[config.mk]
export PLATFORM = sky130hd
export DESIGN_NAME = gb_alu16_seq
export DESIGN_NICKNAME = d
export VERILOG_FILES = /design/src/rtl/gb_alu16_seq.sv
export SDC_FILE = /design/constraint.sdc
export NUM_CORES = 1
export LEC_CHECK = 0
export ABC_CLOCK_PERIOD_IN_PS = 1600
export CORE_MARGIN = 1
export CORE_UTILIZATION = 24
export DETAILED_ROUTE_END_ITERATION = 10
export GPL_ROUTABILITY_DRIVEN = 0
export PLACE_DENSITY = 0.46
export REMOVE_ABC_BUFFERS = 1
export SYNTH_ARGS = -nofsm -noshare
export SYNTH_HDL_FRONTEND = slang
export SYNTH_SLANG_ARGS = --single-unit
[constraint.sdc]
create_clock -name clock -period 1.6 [get_ports clock]
set_clock_uncertainty 0.1 [all_clocks]
set_input_delay 0.32 -clock clock [delete_from_list [all_inputs] [get_ports clock]]
set_output_delay 0.32 -clock clock [all_outputs]
set_load 0.05 [all_outputs]
[src/rtl/gb_alu16_seq.sv]
// 16-bit op sequencer for the 8-bit gb_alu: runs ADD HL,rr / ADD SP,e8 / INC rr / DEC rr
// as a low-byte op followed by a carry-chained high-byte op, then reports result and flags.
module gb_alu16_seq #(
  parameter int         ALU_LAT = 1,
  parameter logic [5:0] NOP_OP  = 6'd19
) (
  input  logic        clock,
  input  logic        reset,
  input  logic        start,
  input  logic [1:0]  op16,
  input  logic [15:0] opa,
  input  logic [15:0] opb,
  input  logic [3:0]  flags_in,
  output logic        busy,
  output logic        done,
  output logic [15:0] result,
  output logic [3:0]  flags_out,
  output logic [7:0]  alu_a,
  output logic [7:0]  alu_b,
  output logic [5:0]  alu_op,
  output logic        alu_c_in,
  input  logic [7:0]  alu_r,
  input  logic [3:0]  alu_znhc
);

  localparam logic [1:0] OP_ADD_HL = 2'd0;
  localparam logic [1:0] OP_ADD_SP = 2'd1;
  localparam logic [1:0] OP_INC16  = 2'd2;
  localparam logic [1:0] OP_DEC16  = 2'd3;

  localparam logic [5:0] ALU_ADD = 6'd0;
  localparam logic [5:0] ALU_ADC = 6'd1;
  localparam logic [5:0] ALU_SUB = 6'd2;
  localparam logic [5:0] ALU_SBC = 6'd3;

  localparam int            CW      = (ALU_LAT < 1) ? 1 : $clog2(ALU_LAT + 1);
  // The ALU output lags its inputs by ALU_LAT cycles, so the low byte is held one
  // cycle longer than ALU_LAT to sample its result; the high-byte result is read in FIN.
  localparam logic [CW-1:0] LO_LAST = CW'(ALU_LAT);
  localparam logic [CW-1:0] HI_LAST = CW'(ALU_LAT - 1);

  typedef enum logic [1:0] {
    S_IDLE = 2'd0,
    S_LO   = 2'd1,
    S_HI   = 2'd2,
    S_FIN  = 2'd3
  } state_t;

  state_t        state_reg, state_next;
  logic [CW-1:0] cnt_reg, cnt_next;
  logic [1:0]    op_reg, op_next;
  logic [15:0]   a_reg, a_next;
  logic [15:0]   b_reg, b_next;
  logic [3:0]    fin_reg, fin_next;
  logic [7:0]    lo_r_reg, lo_r_next;
  logic [3:0]    lo_f_reg, lo_f_next;
  logic [15:0]   result_reg, result_next;
  logic [3:0]    flags_reg, flags_next;
  logic [7:0]    alu_a_reg, alu_a_next;
  logic [7:0]    alu_b_reg, alu_b_next;
  logic [5:0]    alu_op_reg, alu_op_next;
  logic          alu_c_reg, alu_c_next;

  logic [7:0]    e8_sext;
  logic [7:0]    hi_b;
  logic [15:0]   fin_result;
  logic [3:0]    fin_flags;

  genvar gi;
  generate
    for (gi = 0; gi < 8; gi++) begin : g_sext
      assign e8_sext[gi] = b_reg[7];
    end
  endgenerate

  assign fin_result = {alu_r, lo_r_reg};

  always_comb begin
    hi_b = 8'h00;
    case (op_reg)
      OP_ADD_HL: hi_b = b_reg[15:8];
      OP_ADD_SP: hi_b = e8_sext;
      default:   hi_b = 8'h00;
    endcase
  end

  // alu_znhc carries the high-byte flags during FIN.
  always_comb begin
    fin_flags = fin_reg;
    case (op_reg)
      OP_ADD_HL: fin_flags = {fin_reg[3], 1'b0, alu_znhc[1], alu_znhc[0]};
      OP_ADD_SP: fin_flags = {2'b00, lo_f_reg[1], lo_f_reg[0]};
      default:   fin_flags = fin_reg;
    endcase
  end

  always_comb begin
    state_next  = state_reg;
    cnt_next    = cnt_reg;
    op_next     = op_reg;
    a_next      = a_reg;
    b_next      = b_reg;
    fin_next    = fin_reg;
    lo_r_next   = lo_r_reg;
    lo_f_next   = lo_f_reg;
    result_next = result_reg;
    flags_next  = flags_reg;
    alu_a_next  = alu_a_reg;
    alu_b_next  = alu_b_reg;
    alu_op_next = alu_op_reg;
    alu_c_next  = alu_c_reg;

    case (state_reg)
      S_IDLE, S_FIN: begin
        state_next  = S_IDLE;
        alu_op_next = NOP_OP;
        if (state_reg == S_FIN) begin
          result_next = fin_result;
          flags_next  = fin_flags;
        end
        if (start) begin
          op_next    = op16;
          a_next     = opa;
          b_next     = opb;
          fin_next   = flags_in;
          cnt_next   = '0;
          alu_a_next = opa[7:0];
          alu_b_next = (op16 == OP_INC16 || op16 == OP_DEC16) ? 8'h01 : opb[7:0];
          alu_op_next = (op16 == OP_DEC16) ? ALU_SUB : ALU_ADD;
          alu_c_next = 1'b0;
          state_next = S_LO;
        end
      end
      S_LO: begin
        if (cnt_reg == LO_LAST) begin
          lo_r_next   = alu_r;
          lo_f_next   = alu_znhc;
          alu_a_next  = a_reg[15:8];
          alu_b_next  = hi_b;
          alu_op_next = (op_reg == OP_DEC16) ? ALU_SBC : ALU_ADC;
          alu_c_next  = alu_znhc[0];
          cnt_next    = '0;
          state_next  = S_HI;
        end else begin
          cnt_next = cnt_reg + 1'b1;
        end
      end
      S_HI: begin
        if (cnt_reg == HI_LAST) begin
          alu_op_next = NOP_OP;
          cnt_next    = '0;
          state_next  = S_FIN;
        end else begin
          cnt_next = cnt_reg + 1'b1;
        end
      end
      default: state_next = S_IDLE;
    endcase
  end

  always_ff @(posedge clock) begin
    if (reset) begin
      state_reg  <= S_IDLE;
      cnt_reg    <= '0;
      op_reg     <= 2'd0;
      a_reg      <= 16'h0000;
      b_reg      <= 16'h0000;
      fin_reg    <= 4'h0;
      lo_r_reg   <= 8'h00;
      lo_f_reg   <= 4'h0;
      result_reg <= 16'h0000;
      flags_reg  <= 4'h0;
      alu_a_reg  <= 8'h00;
      alu_b_reg  <= 8'h00;
      alu_op_reg <= NOP_OP;
      alu_c_reg  <= 1'b0;
    end else begin
      state_reg  <= state_next;
      cnt_reg    <= cnt_next;
      op_reg     <= op_next;
      a_reg      <= a_next;
      b_reg      <= b_next;
      fin_reg    <= fin_next;
      lo_r_reg   <= lo_r_next;
      lo_f_reg   <= lo_f_next;
      result_reg <= result_next;
      flags_reg  <= flags_next;
      alu_a_reg  <= alu_a_next;
      alu_b_reg  <= alu_b_next;
      alu_op_reg <= alu_op_next;
      alu_c_reg  <= alu_c_next;
    end
  end

  assign busy      = (state_reg == S_LO) || (state_reg == S_HI);
  assign done      = (state_reg == S_FIN);
  assign result    = done ? fin_result : result_reg;
  assign flags_out = done ? fin_flags : flags_reg;
  assign alu_a     = alu_a_reg;
  assign alu_b     = alu_b_reg;
  assign alu_op    = alu_op_reg;
  assign alu_c_in  = alu_c_reg;

endmodule
==> impl_metrics.env <==
export IMPL_cellPowerDensity_nw_per_um2=2350
export IMPL_htree_levels=3
export IMPL_start_util_pct=24.9
export IMPL_drtAntennaViolNets=0
export IMPL_async_flop_share_pct=0
export IMPL_core_um2=14100
export IMPL_grt_max_degree=28
export IMPL_clock_sinks=76
export IMPL_fp_dieH_um=123
export IMPL_ys_seq_area_share_pct=43.3
export IMPL_worst_setup_path_end_kind="flip-flop"
export IMPL_synthCells=416
export IMPL_fin_setup_tns_ps=-16810
export IMPL_required_ps=1740
export IMPL_routedWlPerCell_um=15.8
export IMPL_antenna_found_initial=0
export IMPL_hold_violations=0
export IMPL_finalWirelength_um=11800
export IMPL_vias_per_cell=4.69
export IMPL_synth_main_ff_cell="dfxtp_1"
export IMPL_synth_warnings=0
export IMPL_slew_viol_final=0
export IMPL_drive_gt1_share_pct=44.3
export IMPL_syn2layout_area_growth_pct=86.9
export IMPL_p_leak_nw=2.55
export IMPL_diodes=0
export IMPL_setup_violations=83
export IMPL_fin_nets=615
export IMPL_largest_reg_flops=16
export IMPL_clk_latency_ps=340
export IMPL_rsz0062_at_grt="true"
export IMPL_slew_headroom_pct=65.5
export IMPL_whs_ps=323
export IMPL_fin_crit_ps=1990
export IMPL_vias=3491
export IMPL_ir_drop_mv=0.833
export IMPL_drc=0
export IMPL_die_area_um2=15100
export IMPL_gr_total_overflow=0
export IMPL_most_common_layout_cells="73 x dfxtp_1, 51 x nand2_1, 47 x clkdlybuf4s50_1, 36 x buf_12, 32 x nor2_1"
export IMPL_worstPathArrival_ps=2130
export IMPL_gr_usage_all_layers_pct=15.3
export IMPL_clock_path_buffers=2
export IMPL_drtIter0Drc=121
export IMPL_synth_cell_types=44
export IMPL_first_pass_iters=4
export IMPL_cts_root_buf="clkbuf_16"
export IMPL_grt_first_pass_wirelength_um=17500
export IMPL_max_freq_mhz=503
export IMPL_synth_edf_count=0
export IMPL_post_dp_hpwl_um=7240
export IMPL_grt_pass1_vias=3360
export IMPL_hp_class="input pin to flip-flop"
export IMPL_violations="setup timing"
export IMPL_p_total_mw=15.4
export IMPL_io_pins=98
export IMPL_avgSynthCellArea_um2=8.45
export IMPL_fin_crit_sh_pct=124
export IMPL_critPathKind="flip-flop to flip-flop"
export IMPL_mostFrequentLayoutCell="dfxtp_1"
export IMPL_cts_inserted_buffers=9
export IMPL_max_cap_viol_count=0
export IMPL_cts_tree="yes"
export IMPL_fp_dieW_um=123
export IMPL_num_rows=43
export IMPL_port_buffers=92
export IMPL_critPathLaunchType="flip-flop"
export IMPL_fin_ws_ps=-390
export IMPL_synth_seq_cells=76
export IMPL_path_clk_slew_ps=60
export IMPL_status="finished, violations left"
export IMPL_worst_path_max_fanout=6
export IMPL_worst_slew_pin_slew_ps=517
export IMPL_synthesis_area_um2=3520
[final timing paths]
path / startpoint / endpoint / slack, ps / cells after the start
max: state_reg[0] / alu_b[2] / -390 / 10
min: alu_znhc[1] / lo_f_reg[1] / 320 / 3
max reg2reg: state_reg[0] / alu_b[2] / -390 / 10
min reg2reg: lo_r_reg[2] / lo_r_reg[2] / 350 / 2
[critical path, cell delays in order (launching register included)]
cell,delay (ps)
dfxtp_2,330
buf_4,130
buf_6,110
buf_4,130
buf_6,110
ha_4,180
buf_6,140
or2b_4,220
buf_12,120
a31oi_1,80
a311oi_1,240
[report_power, final]
part	switching (mW)	total (mW)	internal, mW
Clock	0.809	2.17	1.36
Combinational	5.10	10.2	5.09
Sequential	0.555	3.08	2.52
[kinds of logic after synthesis]
family | after synthesis | synth area share (%)
simple gates | 165 | 21.0
compound gates | 97 | 17.4
flops | 76 | 43.3
buf+inv | 45 | 8.04
mux | 29 | 9.04
fa+ha+maj | 3 | 1.07
other cells | 1 | 0.107
[routing by layer]
| layer | vias to the layer above | part of all wire, % | global-route usage (%) |
|---|---|---|---|
| li1 | 1735 | - | - |
| met1 | 1670 | 46 | 19.9 |
| met2 | 69 | 49 | 25.1 |
| met3 | 17 | 3.2 | 2.91 |
| met4 | 0 | 1.7 | 5.65 |
| met5 | - | 0 | 0 |
[synthesized netlist by cell type (2+ instances only)]
library cell / instances / area (um^2)
nand2_1: 86 / 323
dfxtp_1: 76 / 1520
a21oi_1: 38 / 190
nor2_1: 35 / 131
mux2_2: 18 / 203
a31oi_1: 16 / 100
nor3_1: 16 / 80.1
buf_2: 10 / 50.1
mux2i_1: 10 / 100
a211oi_1: 9 / 67.6
clkbuf_1: 9 / 33.8
inv_1: 9 / 33.8
o21ai_0: 9 / 45.0
buf_4: 8 / 60.1
buf_6: 8 / 90.1
a311oi_1: 7 / 61.3
nor2b_1: 7 / 43.8
o21ai_1: 5 / 25.0
nand2b_1: 4 / 25.0
o211ai_1: 4 / 30.0
ha_1: 3 / 37.5
nand3_1: 3 / 15.0
o2111ai_1: 3 / 26.3
a311oi_2: 2 / 30.0
and2_1: 2 / 12.5
[layout make-up]
class	instances	area (um^2)
tap	180	225
clock inverter	7	91.3
sequential	76	1530
inverter	9	41.3
fill	1316	7530
multi-input combinational	299	2330
clock buffer	9	225
timing repair buffer	164	2130
[timing repair]
item | CTS | global route
setup endpoints to repair | 91 | 87
pin swaps | 40 | 30
gates resized for setup | 112 | 107
setup buffers | 6 | 13
hold buffers | 0 | 0
gates cloned | 5 | 3
[stage by stage]
stage / worst slack [ps] / util (%) / std cells / cell area, um^2
floorplan: -1260 / - / 382 / 3270
global placement: -477 / 35.9 / 703 / 5050
detailed placement: -439 / 35.9 / 703 / 5050
CTS: -386 / 42.1 / 730 / 5930
global route: -458 / 46.6 / 744 / 6570
finish: -390 / 46.6 / 744 / 6570
No activity file was read; power rests on OpenSTA's default activity.
==> RTL edit 1: new RTL, config.mk and constraints unchanged <==
Reset style: asynchronous (`reset`), changed in one clocked block.
--- a/src/rtl/gb_alu16_seq.sv
+++ b/src/rtl/gb_alu16_seq.sv
@@ -158,7 +158,7 @@
     endcase
   end
 
-  always_ff @(posedge clock) begin
+  always_ff @(posedge clock or posedge reset) begin
     if (reset) begin
       state_reg  <= S_IDLE;
       cnt_reg    <= '0;
Behaviour: differs if reset is asserted again (counterexample within 4 cycles, from zero or initial values and one cycle with reset high); with reset held inactive, the same outputs for 10 cycles.
==> RTL edit 1 against the original RTL <==
The run ends with DRC, setup timing left; critical path depth shrank 5; fmax shrank 5.0%; synthesized area grew 2.8%; setup slack lost 100 ps; sequential share of layout area grew 7.0 points; wire length shrank 12%; cell area shrank 3.9%; sequential cell count is the same; total power grew 8.6%; largest cell class is now buffers.
==> RTL edit 1: results (changes against the original RTL) <==
Status: finished with violations
Failing checks: DRC, setup timing
Pleak: 2.79 nW (+9.6%)
Syn avg cell area: 12.3 um^2 (+45%)
1st-iter DRT viols: 82 (-32%)
Synth cell types: 32 (-27%)
Global-route wire length before repair: 15900 um (-9.2%)
Setup TNS Final: -21540 ps (-4740 ps)
Hold WC Path Type: in2async
Post-synth ARST share: 1.00 (+1.00)
DRC Markers: 18 (+18)
Pre-CTS setup slack: -379 ps (+60.3 ps)
DR vias/cell: 4.40 (-6.3%)
Leading post-synthesis cells by instance count: dfrtp_1 (73), mux2_2 (70), nor2_1 (52), nand2_1 (12), mux2i_1 (11)
Max VDD drop: 1.09 mV (+31%)
Total clock buffers created by CTS: 9 (unchanged)
Routed WL per cell: 16.6 um (+4.5%)
Sequential cell power: 3.64 mW (+18%)
CP arrival: 1670 ps (-460 ps)
Number of global-route vias before repair: 2873 (-14%)
Post-Place Cells: 588 (-16%)
DR vias: 2743 (-21%)
Layout cells sized above 1: 0.509 (+0.0658)
Final #Nets: 491 (-20%)
Total GRT Usage: 0.135 (-0.0183)
Fin area: 0.00631 mm^2 (-3.9%)
DR pass1 iterations: 7 (+3)
Largest net degree at the start of global routing: 46 (+64%)
Largest register FFs: 16 (unchanged)
Post-detail-place hpwl: 6470 um (-11%)
Setup WS post-layout: -493 ps (-104 ps)
Synth warnings: 0 (unchanged)
Setup violators final: 82 (-1.2%)
Synth top area cells: dfrtp_1 (51%), mux2_2 (22%), nor2_1 (5.4%)
Top_reg_cell synth: dfrtp_1
Root buffer cell: clkbuf_16
Register area share after synthesis: 0.527 (+0.0942)
Worst Path Max Fanout: 8 (+2)
Switching share of power: 0.398 (-0.0209)
Fillers: 1379 (+4.8%)
Clk pwr share: 0.123 (-0.017)
Placed Area: 0.00519 mm^2 (+2.8%)
Total Power: 16.8 mW (+8.6%)
## RTL edit 1: cell types whose count changed after synthesis, moves of 14 or more
cell	change
dfxtp_1	-76
nand2_1	-74
dfrtp_1	+73
mux2_2	+52
a21oi_1	-37
nor2_1	+17
nor3_1	-16
a31oi_1	-14
## RTL edit 1: per-layer routing
metal	vias up	routed length [um]	GRT usage
met2	83	4810	0.211
met5	-	0	0
met3	9	741	0.0460
li1	1299	-	-
met4	0	129	0.0566
met1	1352	4660	0.169
## RTL edit 1: timing repair
item | CTS | global route
gates cloned | 4 | 2
setup endpoints to repair | 96 | 97
setup buffers | 12 | 4
gates resized for setup | 94 | 52
endpoints found under the hold margin | 0 | 0
pin swaps | 2 | 7
## RTL edit 1: worst max-delay path: stages (launching register included)
cell	delay, ps
dfrtp_1	390
buf_6	120
ha_4	190
buf_12	160
mux2_4	320
buf_8	160
## RTL edit 1: logic make-up after synthesis
group,Yosys count,synth area share
compound gates,24,0.0481
fa+ha+maj,3,0.0104
buf+inv,27,0.0398
flops,76,0.527
mux,91,0.290
other cells,1,0.00104
simple gates,73,0.0837
## RTL edit 1: path summary, 6_finish.rpt
path                                    from        endpoint  slack, ps  cells after the start
worst min-delay path                   reset  result_reg[12]        260                      3
worst max-delay path            state_reg[0]       result[1]       -490                      5
worst max register to register  state_reg[0]        alu_a[0]       -430                      7
worst min register to register     a_reg[13]       a_reg[13]        400                      1
min in group clock                 a_reg[13]       a_reg[13]        400                      1
max in group asynchronous              reset       alu_op[1]        810                      3
## RTL edit 1: final cells by class
class / count / share of cell area
clock buffer: 15 / 0.0424
clock inverter: 1 / 0.00476
inverter: 6 / 0.00416
multi-input combinational: 194 / 0.302
sequential: 76 / 0.302
tap: 184 / 0.0365
timing repair buffer: 148 / 0.308
==> RTL edit 2: new RTL, same flow settings <==
Made on the original files. Set the parameter `ALU_LAT` to 2 (it was 1).
--- a/src/rtl/gb_alu16_seq.sv
+++ b/src/rtl/gb_alu16_seq.sv
@@ -1,7 +1,7 @@
 // 16-bit op sequencer for the 8-bit gb_alu: runs ADD HL,rr / ADD SP,e8 / INC rr / DEC rr
 // as a low-byte op followed by a carry-chained high-byte op, then reports result and flags.
 module gb_alu16_seq #(
-  parameter int         ALU_LAT = 1,
+  parameter int         ALU_LAT = 2,
   parameter logic [5:0] NOP_OP  = 6'd19
 ) (
   input  logic        clock,
Formal check against the unedited RTL: not equivalent (Yosys sat finds a counterexample within 4 cycles, from zero or initial values and one cycle with reset high).
==> RTL edit 2 against the original RTL <==
The run still ends with setup timing left; synthesized area shrank 1.0%; setup slack worse by 16 ps; wire length down 7.7%; cell area down 9.0%; non-clock buffer count down 12; sequential cell count grew 1; total power decreased by 5.2%; die area shrank 0.98%; core utilization is 3.9 points lower; critical path type is now reg2out; largest cell class is now buffers; largest power group unchanged.
==> RTL edit 2: results (changes against the original RTL) <==
Failing checks: setup timing
Worst R2R Path Depth: 9 (-1)
Register area share after synthesis: 0.443 (+0.0101)
Hold Path Origin: reset
Final antenna-violating net count: 0 (unchanged)
Placed Area: 0.00521 mm^2 (+3.0%)
Total GRT Usage: 0.147 (-0.00604)
Synth cell types: 36 (-18%)
DR vias: 3340 (-4.3%)
Pre-CTS setup slack: -296 ps (+144 ps)
Final #Nets: 604 (-1.8%)
Clock Path Buffers: 2 (unchanged)
Hold WC Path Type: in2reg
Critical path class: reg2out
Clock latency on the worst-skew pair: 340 ps (about the same)
Synth warnings: 0 (unchanged)
Leading post-synthesis cells by instance count: dfxtp_1 (77), nand2_1 (66), nor2_1 (56), a21oi_1 (54), mux2_2 (19)
Total clock buffers created by CTS: 9 (unchanged)
Max VDD drop: 1.06 mV (+27%)
Syn avg cell area: 8.35 um^2 (-1.2%)
RR Endpoint: alu_a[7]
Fillers: 1355 (+3.0%)
DR pass1 iterations: 4 (unchanged)
Status: finished with violations
Post-Place Cells: 704 (+0.14%)
Critical Path End: flags_out[3]
H-tree levels: 3 (unchanged)
Root buffer cell: clkbuf_16
Antenna violations before repair: 0 (unchanged)
Synth top area cells: dfxtp_1 (44%), a21oi_1 (7.8%), nand2_1 (7.1%)
WL final: 10900 um (-7.7%)
CP arrival: 1590 ps (-540 ps)
Post-synth ARST share: 0 (unchanged)
Worst-path clk slew: 60 ps (about the same)
Setup TNS Final: -21370 ps (-4570 ps)
Number of port buffers: 92 (unchanged)
CP Launch Point: state_reg[1]
R2R Setup Slk: -350 ps (+40 ps)
Setup WS post-layout: -406 ps (-16.3 ps)
Layout cells sized above 1: 0.300 (-0.143)
Setup violators final: 84 (+1.2%)
Largest net degree at the start of global routing: 43 (+54%)
Pleak: 2.34 nW (-8.1%)
Global-route wire length before repair: 16700 um (-4.8%)
Post-detail-place hpwl: 7010 um (-3.3%)
Worst Path Max Fanout: 5 (-1)
Synth top area share: 0.443 (+0.0101)
Largest register FFs: 16 (unchanged)
DR vias/cell: 4.56 (-2.9%)
ANT cells: 0 (unchanged)
1st-iter DRT viols: 159 (+31%)
Reg2Reg Launch Point: state_reg[0]
RTL edit 2: changes by cell type after synthesis, sizes merged, moves of 5 or more:
| cell | delta |
|---|---|
| nand2b | +9 |
| a21oi | +16 |
| a211oi | +7 |
| nand3 | +13 |
| o21ai | -5 |
| clkbuf | +6 |
| buf | -8 |
| a31oi | -16 |
| nor2 | +20 |
| a311oi | -8 |
| nand2 | -20 |
| nor2b | -6 |
RTL edit 2: kinds of logic (layout without fill, tap and decap cells):
kind of cell             Yosys count  count (layout)  share of synthesized area
adder cells (fa/ha/maj)            3               3                     0.0108
flip-flops                        77              77                      0.443
multiplexers                      32              32                     0.0988
AO/OA/AOI/OAI                     89              89                      0.174
AND/OR/NAND/NOR                  175             175                      0.217
other                              1               3                    0.00108
buffers and inverters             40             174                     0.0554
RTL edit 2: repair_timing:
item | CTS | global route
hold endpoints to repair | 0 | 0
gates resized for setup | 36 | 25
endpoints found under the setup margin | 95 | 93
cloned | 3 | 2
pin swaps | 2 | 1
buffers inserted | 3 | 5
RTL edit 2: where the power goes:
group	internal, mW	total [mW]	switching (mW)
combinational	4.55	9.36	4.81
clock	1.45	2.26	0.810
sequential	2.54	3.01	0.473
total	8.54	14.6	6.10
RTL edit 2: area by class of cell:
type	instances	area, um^2	area share
clock inverters	3	67.6	0.0113
multi-input cells	302	1900	0.317
repair buffers	152	1950	0.327
clock buffers	13	260	0.0435
flip-flops and latches	77	1550	0.259
inverters	6	26.3	0.00439
well taps	180	225	0.0377
RTL edit 2: critical path, stage by stage, from the launching register on:
cell and delay, ps:
dfxtp_4 370, ha_4 220, clkbuf_16 180, mux2_4 320
buf_12 150
RTL edit 2: worst min-delay path by stage:
| stage | endpoint | slack (ps) | depth (start not counted) |
|---|---|---|---|
| finish | lo_f_reg[0] | 290 | 2 |
| CTS | lo_f_reg[0] | 280 | 2 |
| floorplan | alu_a[0] | 280 | 1 |
| detailed placement | lo_r_reg[4] | 340 | 2 |
| global placement | lo_r_reg[4] | 340 | 2 |
| global route | lo_f_reg[0] | 310 | 2 |
RTL edit 2: metal layers:
| metal | global-route usage | part of all wire | routed length (um) |
|---|---|---|---|
| met5 | 0 | 0 | 0 |
| met4 | 0.0503 | 0.013 | 144 |
| met1 | 0.177 | 0.45 | 4870 |
| met2 | 0.245 | 0.48 | 5270 |
| met3 | 0.0465 | 0.055 | 597 |
